File: config.mk
export PLATFORM = sky130hd
export DESIGN_NAME = int_to_fp_converter
export DESIGN_NICKNAME = d
export VERILOG_FILES = /design/src/rtl/fpu_pkg.sv /design/src/rtl/fp_round_unit.sv /design/src/rtl/int_to_fp_converter.sv
export SDC_FILE = /design/constraint.sdc
export NUM_CORES = 1
export LEC_CHECK = 0
export ABC_AREA = 0
export CORE_MARGIN = 5
export CORE_UTILIZATION = 50
export DETAILED_ROUTE_END_ITERATION = 8
export PLACE_DENSITY = 0.77
export SETUP_SLACK_MARGIN = 0.02
export SLEW_MARGIN = 5
export SYNTH_ARGS = -nofsm -noshare
export SYNTH_HDL_FRONTEND = slang
export SYNTH_SLANG_ARGS = --single-unit
File: constraint.sdc
create_clock -name clk -period 2.9 [get_ports clk]
set_input_delay 0.58 -clock clk [delete_from_list [all_inputs] [get_ports clk]]
set_output_delay 0.58 -clock clk [all_outputs]
set_load 0.005 [all_outputs]
File: src/rtl/fpu_pkg.sv
// rtl/fpu_pkg.sv - shared FP32 field widths, rounding modes and converter states
package fpu_pkg;

  localparam int EXP_W    = 8;
  localparam int FRAC_W   = 23;
  localparam int BIAS     = 127;
  localparam int EXP_BASE = 158;
  localparam logic [31:0] POS_ZERO = 32'h0000_0000;

  typedef enum logic [2:0] {
    RM_RNE = 3'b000,
    RM_RTZ = 3'b001,
    RM_RDN = 3'b010,
    RM_RUP = 3'b011,
    RM_RMM = 3'b100
  } rmode_t;

  typedef enum logic [1:0] {
    IDLE,
    NORM,
    ROUND,
    DONE
  } state_t;

  // Reserved encodings fall back to round-to-nearest-even.
  function automatic rmode_t legal_mode(input logic [2:0] m);
    return (m > 3'd4) ? RM_RNE : rmode_t'(m);
  endfunction

endpackage

File: src/rtl/fp_round_unit.sv
// rtl/fp_round_unit.sv - combinational FP32 fraction rounding, shared with the adder
module fp_round_unit
  import fpu_pkg::*;
(
  input  logic              sign,
  input  logic [FRAC_W-1:0] frac,
  input  logic              g,
  input  logic              s,
  input  rmode_t            mode,
  output logic [FRAC_W-1:0] frac_rounded,
  output logic              carry,
  output logic              inexact
);

  logic inc;

  always_comb begin
    inc = 1'b0;
    case (mode)
      RM_RNE:  inc = g & (s | frac[0]);
      RM_RTZ:  inc = 1'b0;
      RM_RDN:  inc = sign & (g | s);
      RM_RUP:  inc = ~sign & (g | s);
      RM_RMM:  inc = g;
      default: inc = g & (s | frac[0]);
    endcase
  end

  // On carry the fraction wraps to zero and the caller bumps the exponent.
  assign {carry, frac_rounded} = {1'b0, frac} + {{FRAC_W{1'b0}}, inc};
  assign inexact = g | s;

endmodule

File: src/rtl/int_to_fp_converter.sv
// rtl/int_to_fp_converter.sv - iterative 32-bit integer to FP32 converter with handshakes
module int_to_fp_converter
  import fpu_pkg::*;
(
  input  logic        clk,
  input  logic        rst_n,
  input  logic        in_valid,
  output logic        in_ready,
  input  logic [31:0] int_in,
  input  logic        is_signed,
  input  logic [2:0]  r_mode,
  output logic        out_valid,
  input  logic        out_ready,
  output logic [31:0] fp_result,
  output logic        inexact,
  output logic        invalid_rm
);

  state_t            state;
  logic              sign;
  logic [31:0]       mag;
  logic [EXP_W-1:0]  exp;
  rmode_t            mode;

  logic              in_sign;
  logic [31:0]       in_mag;
  logic [FRAC_W-1:0] frac_rounded;
  logic              carry;
  logic              rnd_inexact;

  assign in_sign = is_signed & int_in[31];
  assign in_mag  = in_sign ? (~int_in + 32'd1) : int_in;

  fp_round_unit u_round (
    .sign         (sign),
    .frac         (mag[30:8]),
    .g            (mag[7]),
    .s            (|mag[6:0]),
    .mode         (mode),
    .frac_rounded (frac_rounded),
    .carry        (carry),
    .inexact      (rnd_inexact)
  );

  always_ff @(posedge clk or negedge rst_n) begin
    if (!rst_n) begin
      state      <= IDLE;
      in_ready   <= 1'b1;
      out_valid  <= 1'b0;
      fp_result  <= POS_ZERO;
      inexact    <= 1'b0;
      invalid_rm <= 1'b0;
      sign       <= 1'b0;
      mag        <= 32'd0;
      exp        <= '0;
      mode       <= RM_RNE;
    end else begin
      case (state)
        IDLE: begin
          if (in_valid) begin
            sign       <= in_sign;
            mag        <= in_mag;
            exp        <= EXP_W'(EXP_BASE);
            mode       <= legal_mode(r_mode);
            invalid_rm <= (r_mode > 3'd4);
            in_ready   <= 1'b0;
            // Zero skips normalisation and is packed as +0 in ROUND.
            state      <= (in_mag == 32'd0) ? ROUND : NORM;
          end
        end
        NORM: begin
          if (mag[31]) begin
            state <= ROUND;
          end else begin
            mag <= mag << 1;
            exp <= exp - EXP_W'(1);
          end
        end
        ROUND: begin
          if (mag[31]) begin
            fp_result <= {sign, exp + {{(EXP_W-1){1'b0}}, carry}, frac_rounded};
            inexact   <= rnd_inexact;
          end else begin
            fp_result <= POS_ZERO;
            inexact   <= 1'b0;
          end
          out_valid <= 1'b1;
          state     <= DONE;
        end
        DONE: begin
          if (out_ready) begin
            out_valid <= 1'b0;
            in_ready  <= 1'b1;
            state     <= IDLE;
          end
        end
        default: state <= IDLE;
      endcase
    end
  end

endmodule

# After elaboration in Yosys (flattened, before gate mapping)
# Cells that the tools add are included.
# totals
output_inout_bits,36
regBits,82
inputBits,40
elab_cells,68
# classes
mux,21
eq_ne,11
addsub,4
n_bitwise,8
order_cmp,1
reduce_logical,12
# ops
cell,n
$mux 32,4
$pmux 32 s2,1
$add 32x1->32 const B,1
$logic_not 32->1,1
$not 32->32,1
$add 23x1->24,1
$mux 8,2
$pmux 8 s2,1
$reduce_and 3->1,3
$add 8x1->8,1
$mux 2,4
$ne 2x2->1 const B,4
$pmux 2 s4,1
$sub 8x1->8 const B,1
$reduce_or 7->1,1
$eq 3x2->1 const B,2
$reduce_and 2->1,3
$reduce_bool 2->1,3
$and 1x1->1,4
$eq 2x2->1 const B,2
$mux 1,4
$pmux 1 s2,2
$pmux 1 s4,1
$eq 3x1->1 const B,1
other kinds (7),8

# Longest topological paths before layout
# Gate-level depths: netlist of the first run.
# depth
ltp_word,7
depth_mapped,15
mapped_depth_nobuf,15

# Hierarchy
# Synthesis of the first run repeated with hierarchy kept, for this count alone.
# hier_totals
hier_cells,640
area_unflattened_um2,5370.2
# by_module_without_submodules
module,instances,seq_area_each_um2,cells_per_inst,area_each_um2
int_to_fp_converter,1,2053.2,565,4802.1
fp_round_unit,1,0.0,75,568.0

# Worst setup path before layout of the first run
# Ideal clock, no wire load.
# synth_timing
path_type,register to register
from,reg mode[1]
to,reg fp_result[30]
setup_ns,0.138
path_buffers,0
synth_period_minus_slack_ns,2.800
stages_incl_launch_ff,16
setup_slack_ns,0.100
t_arrival_ns,2.662
required_ns,2.762
path_cell_list,dfrtp_1 -> nor2_1 -> a21o_1 -> o221ai_1 -> a21oi_1 -> ha_1 -> nand4_1 -> nor2_1 -> and2_1 -> nand3_1 -> nor4_1 -> ha_1 -> and4_1 -> nand2_1 -> xor2_1 -> o22ai_1
# synth_between
elab_chain_len,5
word_cells_on_any_way,8
classes_between,add/sub: 2; eq/ne: 4; mux: 2
# synth_rtl
element,line,source
"start, declared",int_to_fp_converter.sv:23,rmode_t mode;
"start signal, assigned",int_to_fp_converter.sv:64,mode <= legal_mode(r_mode);
$eq 3x3->1 (tied with other cells),fp_round_unit.sv:19,case (mode)
$pmux 1 s4 (*),fp_round_unit.sv:19,
$add 23x1->24 (*),fp_round_unit.sv:30,"assign {carry, frac_rounded} = {1'b0, frac} + {{FRAC_W{1'b0}}, inc};"
$add 8x1->8 (*),int_to_fp_converter.sv:81,"fp_result <= {sign, exp + {{(EXP_W-1){1'b0}}, carry}, frac_rounded};"
$mux 32 (*),int_to_fp_converter.sv:80,if (mag[31]) begin
"end signal, assigned",int_to_fp_converter.sv:81,
"end, declared",int_to_fp_converter.sv:14,"output logic [31:0] fp_result,"
# Mark *: on every way between the ends. The rest lies on a longest branch, timed or not.
# A chain may end at the register's enable or synchronous reset.

# Worst setup path in the final report of the first run
# layout_timing
from,reg mode[0]
to,reg fp_result[30]
# The elaborated chain is that of the path after synthesis.

==> results of run 1 <==
==> sequential cells by signal, indices dropped and copies added, names as in the netlist <==
register and flops:
in_ready 1, sign 1, out_valid 1, exp 8, invalid_rm 1, fp_result 32, mag 32, state 2
mode 3, inexact 1
==> timing repair <==
item | in CTS | in global routing
setup endpoints to repair | 8 | 18
setup buffers | 1 | 3
gates resized for setup | 8 | 13
pin swaps | 7 | 14
==> where the power goes <==
part	internal [W]	leakage (nW)	total [W]	switching [W]
combinational	0.00131	1.98	0.00271	0.00140
sequential	0.00163	1.03	0.00207	0.000446
clock	0.000511	0.105	0.000906	0.000395
==> metrics by stage <==
step	hold slack (ns)	cell area [um^2]	power (W)
floorplan	0.284	5300	0.00349
global placement	0.464	6880	0.00459
finish	0.400	7220	0.00569
global route	0.486	7220	0.00613
detailed placement	0.480	6880	0.00472
CTS	0.431	7130	0.00566
==> kinds of logic (layout without fill, tap and decap cells) <==
kind of cell / count (synthesis) / in the layout
AND/OR/NAND/NOR: 228 / 228
multiplexers: 2 / 2
flip-flops: 82 / 82
XOR/XNOR: 61 / 61
adder cells (fa/ha/maj): 10 / 10
buffers and inverters: 93 / 256
AO/OA/AOI/OAI: 166 / 166
==> metal layers <==
layer	part of all wire, %	wire length [um]	global-route usage, %
met5	0	0	0
met3	5.7	854	4.44
met2	47	7110	39.8
met4	2.0	302	7.77
met1	45	6760	32.2
==> final timing paths <==
check / slack (ns) / end / startpoint / depth (start not counted)
worst max-delay path: 0.007 / fp_result[30]$_DFFE_PN0P_ / mode[0]$_DFFE_PN0P_ / 16
worst min-delay path: 0.40 / fp_result[29]$_DFFE_PN0P_ / rst_n / 1
worst max register to register: 0.007 / fp_result[30]$_DFFE_PN0P_ / mode[0]$_DFFE_PN0P_ / 16
worst min register to register: 0.49 / invalid_rm$_DFFE_PN0P_ / invalid_rm$_DFFE_PN0P_ / 2
max in group asynchronous: 1.85 / mag[14]$_DFFE_PN0P_ / rst_n / 1
min in group clk: 0.49 / invalid_rm$_DFFE_PN0P_ / invalid_rm$_DFFE_PN0P_ / 2
==> cell usage after synthesis (3+ instances only) <==
cell type / instances
or4_1: 5
nand2b_1: 6
nand4_1: 11
o22ai_1: 29
nor3_1: 13
dfrtp_1: 81
nand3b_1: 3
clkbuf_1: 38
a211oi_1: 4
nor2_1: 45
and3_1: 11
inv_1: 52
a22oi_1: 18
and2_1: 6
ha_1: 10
xnor2_1: 28
o21ai_0: 50
nor2b_1: 3
nand2_1: 66
o221ai_1: 3
xor2_1: 33
nand3_1: 28
a41oi_1: 4
or2_2: 4
or3_1: 5
a31oi_1: 6
nor4_1: 7
a21o_1: 4
a21oi_1: 25
and4_1: 4
==> layout make-up <==
type,count,area share [%]
inverter,52,2.70
multi-input combinational,467,41.4
timing repair buffer,188,22.2
sequential,82,28.4
clock inverter,2,0.832
tap,136,2.36
clock buffer,14,2.11
==> worst register-to-register path: stages, from the launching register on <==
cell and delay (ns):
dfrtp_1 0.40, nor2_2 0.14, a21o_1 0.14, o221ai_2 0.10, a21oi_2 0.20, ha_2 0.21
nand4_1 0.12, nor2_2 0.12, and2_4 0.17, nand3_4 0.07, nor4_2 0.26, buf_4 0.18
ha_4 0.14, and4_4 0.24, nand2_2 0.05, xor2_1 0.12, o22ai_1 0.09
==> flow_summary.toml, run 1 <==
[yosys]
ys_ff_latch = 82
netlist_instances = 642
synth_area_mm2 = 0.00530
syn_avg_cell_area_um2 = 8.26
synthTopCellsByArea = "dfrtp_1 (38%), xor2_1 (5.5%), o21ai_0 (4.7%)"
synth-edff-count = 0
synth_top_area_share_pct = 38.2
synth_fa_ha_area_share_pct = 2.36
ys_types = 58
seq_area_frac_synth_pct = 38.7
synth-xor-area-share_pct = 10.1
synth_top_family_by_area = "simple AND/OR/NAND/NOR gates"
ys_warn_count = 0
synthMuxAreaShare_pct = 0.378
yosys.area_share.simple_pct = 21.9
synth_nets = 692
synth_compound_area_share_pct = 19.9
synth_largest_area_cell = "dfrtp_1"
synth-main-ff-cell = "dfrtp_1"
synthArstFlopShare_pct = 100

[route]
routedWlPerCell_um = 16.0
route.vias.total = 5293
first_iter_violations = 352
wirelength_um = 15000
drc = 0
final_antenna_net_count = 0
via_per_inst = 5.62
firstDrtPassIters = 5

[placed_design]
place_ws_ns = -0.384
dp_cells = 921
io_buffers = 75
dp_hpwl_um = 11600
routabilityCongestion = 0.938

[timing]
finalMaxSlewViolations = 0
max_freq_ghz = 0.346
final-hold-violation-count = 0
clock_skew_ns = 0.00864
relSlewSlack_pct = 32.4
rsz0062_at_grt = "true"
fin_crit_sh_pct = 99.8
worst_slew_pin_slew_ns = 1.01
setup_slack_ns = 0.00717
tns_ns = 0
fin_crit_ns = 2.89
setup-violations-final = 0

[critical_path]
cpMostUsedCell = "nor2_2"
slowest_delay_ns = 0.40
crit_arrival_ns = 3.08
cp_cell_sequence = "nor2_2, a21o_1, o221ai_2, a21oi_2, ha_2, nand4_1, nor2_2, and2_4, nand3_4, nor4_2, buf_4, ha_4, and4_4, nand2_2, xor2_1, o22ai_1"
start_kind = "flop"
slowest_stage = "dfrtp_1"
crit_family = "simple AND/OR/NAND/NOR gates"
critical_path_class = "flop to flop"
worst-path-max-fanout = 4
cp-end-kind = "flop"
required_ns = 3.09
worstPathBufferInverterCount = 1

[clock_tree]
clk_pin_slew_ns = 0.08
cts_tree = "yes"
clockBufferDepth = 2
root_buffer = "clkbuf_8"
htree_levels = 3
cts.sinks = 82
clock_latency_ns = 0.35
ctsHoldBuffers = 0
cts_buffers = 9

[cells_and_area]
antennaDiodeCount = 0
final_cell_mix = "buf_4 (114), dfrtp_1 (81), clkdlybuf4s50_1 (72)"
nNetsFinal = 850
fillers = 829
regArea_mm2 = 0.00205
multi_input_area_mm2 = 0.00299
final_common_cell = "buf_4"
fin_cells = 941
drive_above_1_share_pct = 19.5
post-route-util_pct = 69.9
area_delta_synth_final_pct = 36.2

[global_routing]
gr-total-overflow = 0
grt.total_usage_pct = 24.1
antenna_found_initial = 0
grt_pass1_wl_um = 25200
grt_pass1_vias = 5263
grt_max_degree = 83

[power_and_ir_drop]
power_leakage_nw = 3.12
ir_worst_vdd_v = 0.000431
p_per_area_mw_per_mm2 = 788

[floorplanning]
io_pins = 76
start_util_pct = 51.4
fp-row-count = 37
die_h_um = 113
die_x_um = 113
core_mm2 = 0.0103
die-area_mm2 = 0.0128

[worst_hold_path]
hold_path_class = "input port to async pin"

[outcome]
status = "finished, final reports clean"

[job]
drv_cap = 0
No activity file was read; power rests on OpenSTA's default activity.
==> run 2, diff against run 1 <==
CORE_MARGIN = not set   (was 5)
==> flow_summary.toml, run 2 (synthesized netlist as in run 1, its figures left out) <==
[power_and_ir_drop]
ir_worst_vdd_v = 0.000438
p_per_area_mw_per_mm2 = 766
power_leakage_nw = 3.14

[critical_path]
crit_arrival_ns = 3.07
critical_path_class = "flop to flop"
cp_cell_sequence = "nor2_2, a21o_1, o221ai_2, a21oi_2, ha_2, nand4_1, nor2_2, and2_4, nand3_4, nor4_4, buf_4, ha_4, buf_4, nand4_1, xor2_1, o22ai_1"
slowest_stage = "dfrtp_1"
cp-end-kind = "flop"
start_kind = "flop"
required_ns = 3.08
worstPathBufferInverterCount = 2
r2r_start = "mode[1]$_DFFE_PN0P_"
reg2reg_to = "fp_result[27]$_DFFE_PN0P_"
r2r_slack_ns = 0.01
r2r_cells = 16
crit_family = "simple AND/OR/NAND/NOR gates"
slowest_delay_ns = 0.39
worst-path-max-fanout = 3

[outcome]
status = "finished, final reports clean"

[route]
first_iter_violations = 278
wl_met3_um = 829
via_per_inst = 5.68
firstDrtPassIters = 5
highest_layer = "met4"
routedWlPerCell_um = 15.8
route.vias.total = 5337
drc = 0
wirelength_um = 14800
dr_wl_met2_um = 7050
met1_length_um = 6550
final_antenna_net_count = 0

[placed_design]
dpl_cell_area_mm2 = 0.00685
io_buffers = 75
dp_hpwl_um = 11100
routabilityCongestion = 0.925

[timing]
max_freq_ghz = 0.347
worst_slew_pin_slew_ns = 1.01
rsz0062_at_grt = "true"
final-hold-violation-count = 0
fin_crit_sh_pct = 99.5
finalMaxSlewViolations = 0
clock_skew_ns = 0.00718
fin_crit_ns = 2.89
setup-violations-final = 0
relSlewSlack_pct = 32.6

[floorplanning]
die_h_um = 105
die-area_mm2 = 0.0110
fp-row-count = 37
die_x_um = 105
io_pins = 76
start_util_pct = 51.4
core_mm2 = 0.0103

[clock_tree]
cts_tree = "yes"
ctsHoldBuffers = 0
clockBufferDepth = 2
clock_latency_ns = 0.36
root_buffer = "clkbuf_8"
cts.sinks = 82
htree_levels = 3
clk_pin_slew_ns = 0.08
cts_buffers = 9

[cells_and_area]
nNetsFinal = 849
final_common_cell = "buf_4"
postLayoutCellArea_mm2 = 0.00724
reg_top3 = "fp_result (32), mag (32), exp (8)"
area_delta_synth_final_pct = 36.6
final_cell_mix = "buf_4 (111), dfrtp_1 (81), clkdlybuf4s50_1 (70)"
antennaDiodeCount = 0
fillers = 847
post-route-util_pct = 70.1
drive_above_1_share_pct = 20.6

[global_routing]
grt_pass1_wl_um = 24500
antenna_found_initial = 0
grt_pass1_vias = 5054
grt_max_degree = 83
grt.total_usage_pct = 28.0
gr-total-overflow = 0

[job]
drv_cap = 0

[worst_hold_path]
hold_path_class = "input port to async pin"
==> run 2: cell count changes in the layout (fill, tap and decap cells not counted), sizes merged <==
cell	change
clkdlybuf4s50	-2
clkbuf	-3
buf	-1
clkinv	+3
dlymetal6s2s	+2
bufinv	-2
clkinvlp	+2
==> run 2: repair_timing <==
| item | 4_1_cts | 5_1_grt |
|---|---|---|
| pin swaps | 5 | 10 |
| setup buffers | 1 | 6 |
| gates resized for setup | 12 | 25 |
| cloned | 0 | 0 |
| endpoints found under the setup margin | 13 | 16 |
==> run 2: cell type report <==
type	count	area [um^2]	area share, %
clock inverters	5	30.0	0.415
inverters	52	195	2.70
repair buffers	187	1610	22.2
flip-flops and latches	82	2050	28.4
multi-input cells	467	3040	42.0
well taps	136	170	2.35
clock buffers	11	141	1.95
==> run 2: per-stage QoR <==
step	TNS (ns)	power (W)	std cells	hold WS, ns	setup WS, ns
finish	0	0.00555	940	0.375	0.0144
CTS	0	0.00548	934	0.426	0.0206
detailed placement	-2.72	0.00471	917	0.477	-0.427
floorplan	0	0.00349	642	0.284	0.0997
global placement	-2.03	0.00458	917	0.465	-0.397
global route	-0.586	0.00597	940	0.481	-0.120
==> run 2: power breakdown <==
group	internal [W]	switching, W
clock	0.000330	0.000416
sequential	0.00163	0.000457
combinational	0.00131	0.00141
==> run 2: worst max-delay path by stage <==
stage                        startpoint                   endpoint  slack (ns)  depth (start not counted)
floorplan           mode[1]$_DFFE_PN0P_  fp_result[30]$_DFFE_PN0P_         0.1                         15
global placement              int_in[4]       state[0]$_DFFE_PN0P_       -0.40                          9
detailed placement            int_in[4]       state[0]$_DFFE_PN0P_       -0.43                          9
CTS                           int_in[4]       state[0]$_DFFE_PN0P_        0.02                          9
global route        mode[0]$_DFFE_PN0P_  fp_result[27]$_DFFE_PN0P_       -0.12                         16
finish              mode[1]$_DFFE_PN0P_  fp_result[27]$_DFFE_PN0P_        0.01                         16
==> run 2: per-layer routing <==
layer	up-vias	global-route usage, %
met5	-	0
met4	0	10.7
met1	2518	38.4
met2	200	45.2
met3	34	3.31
li1	2585	-
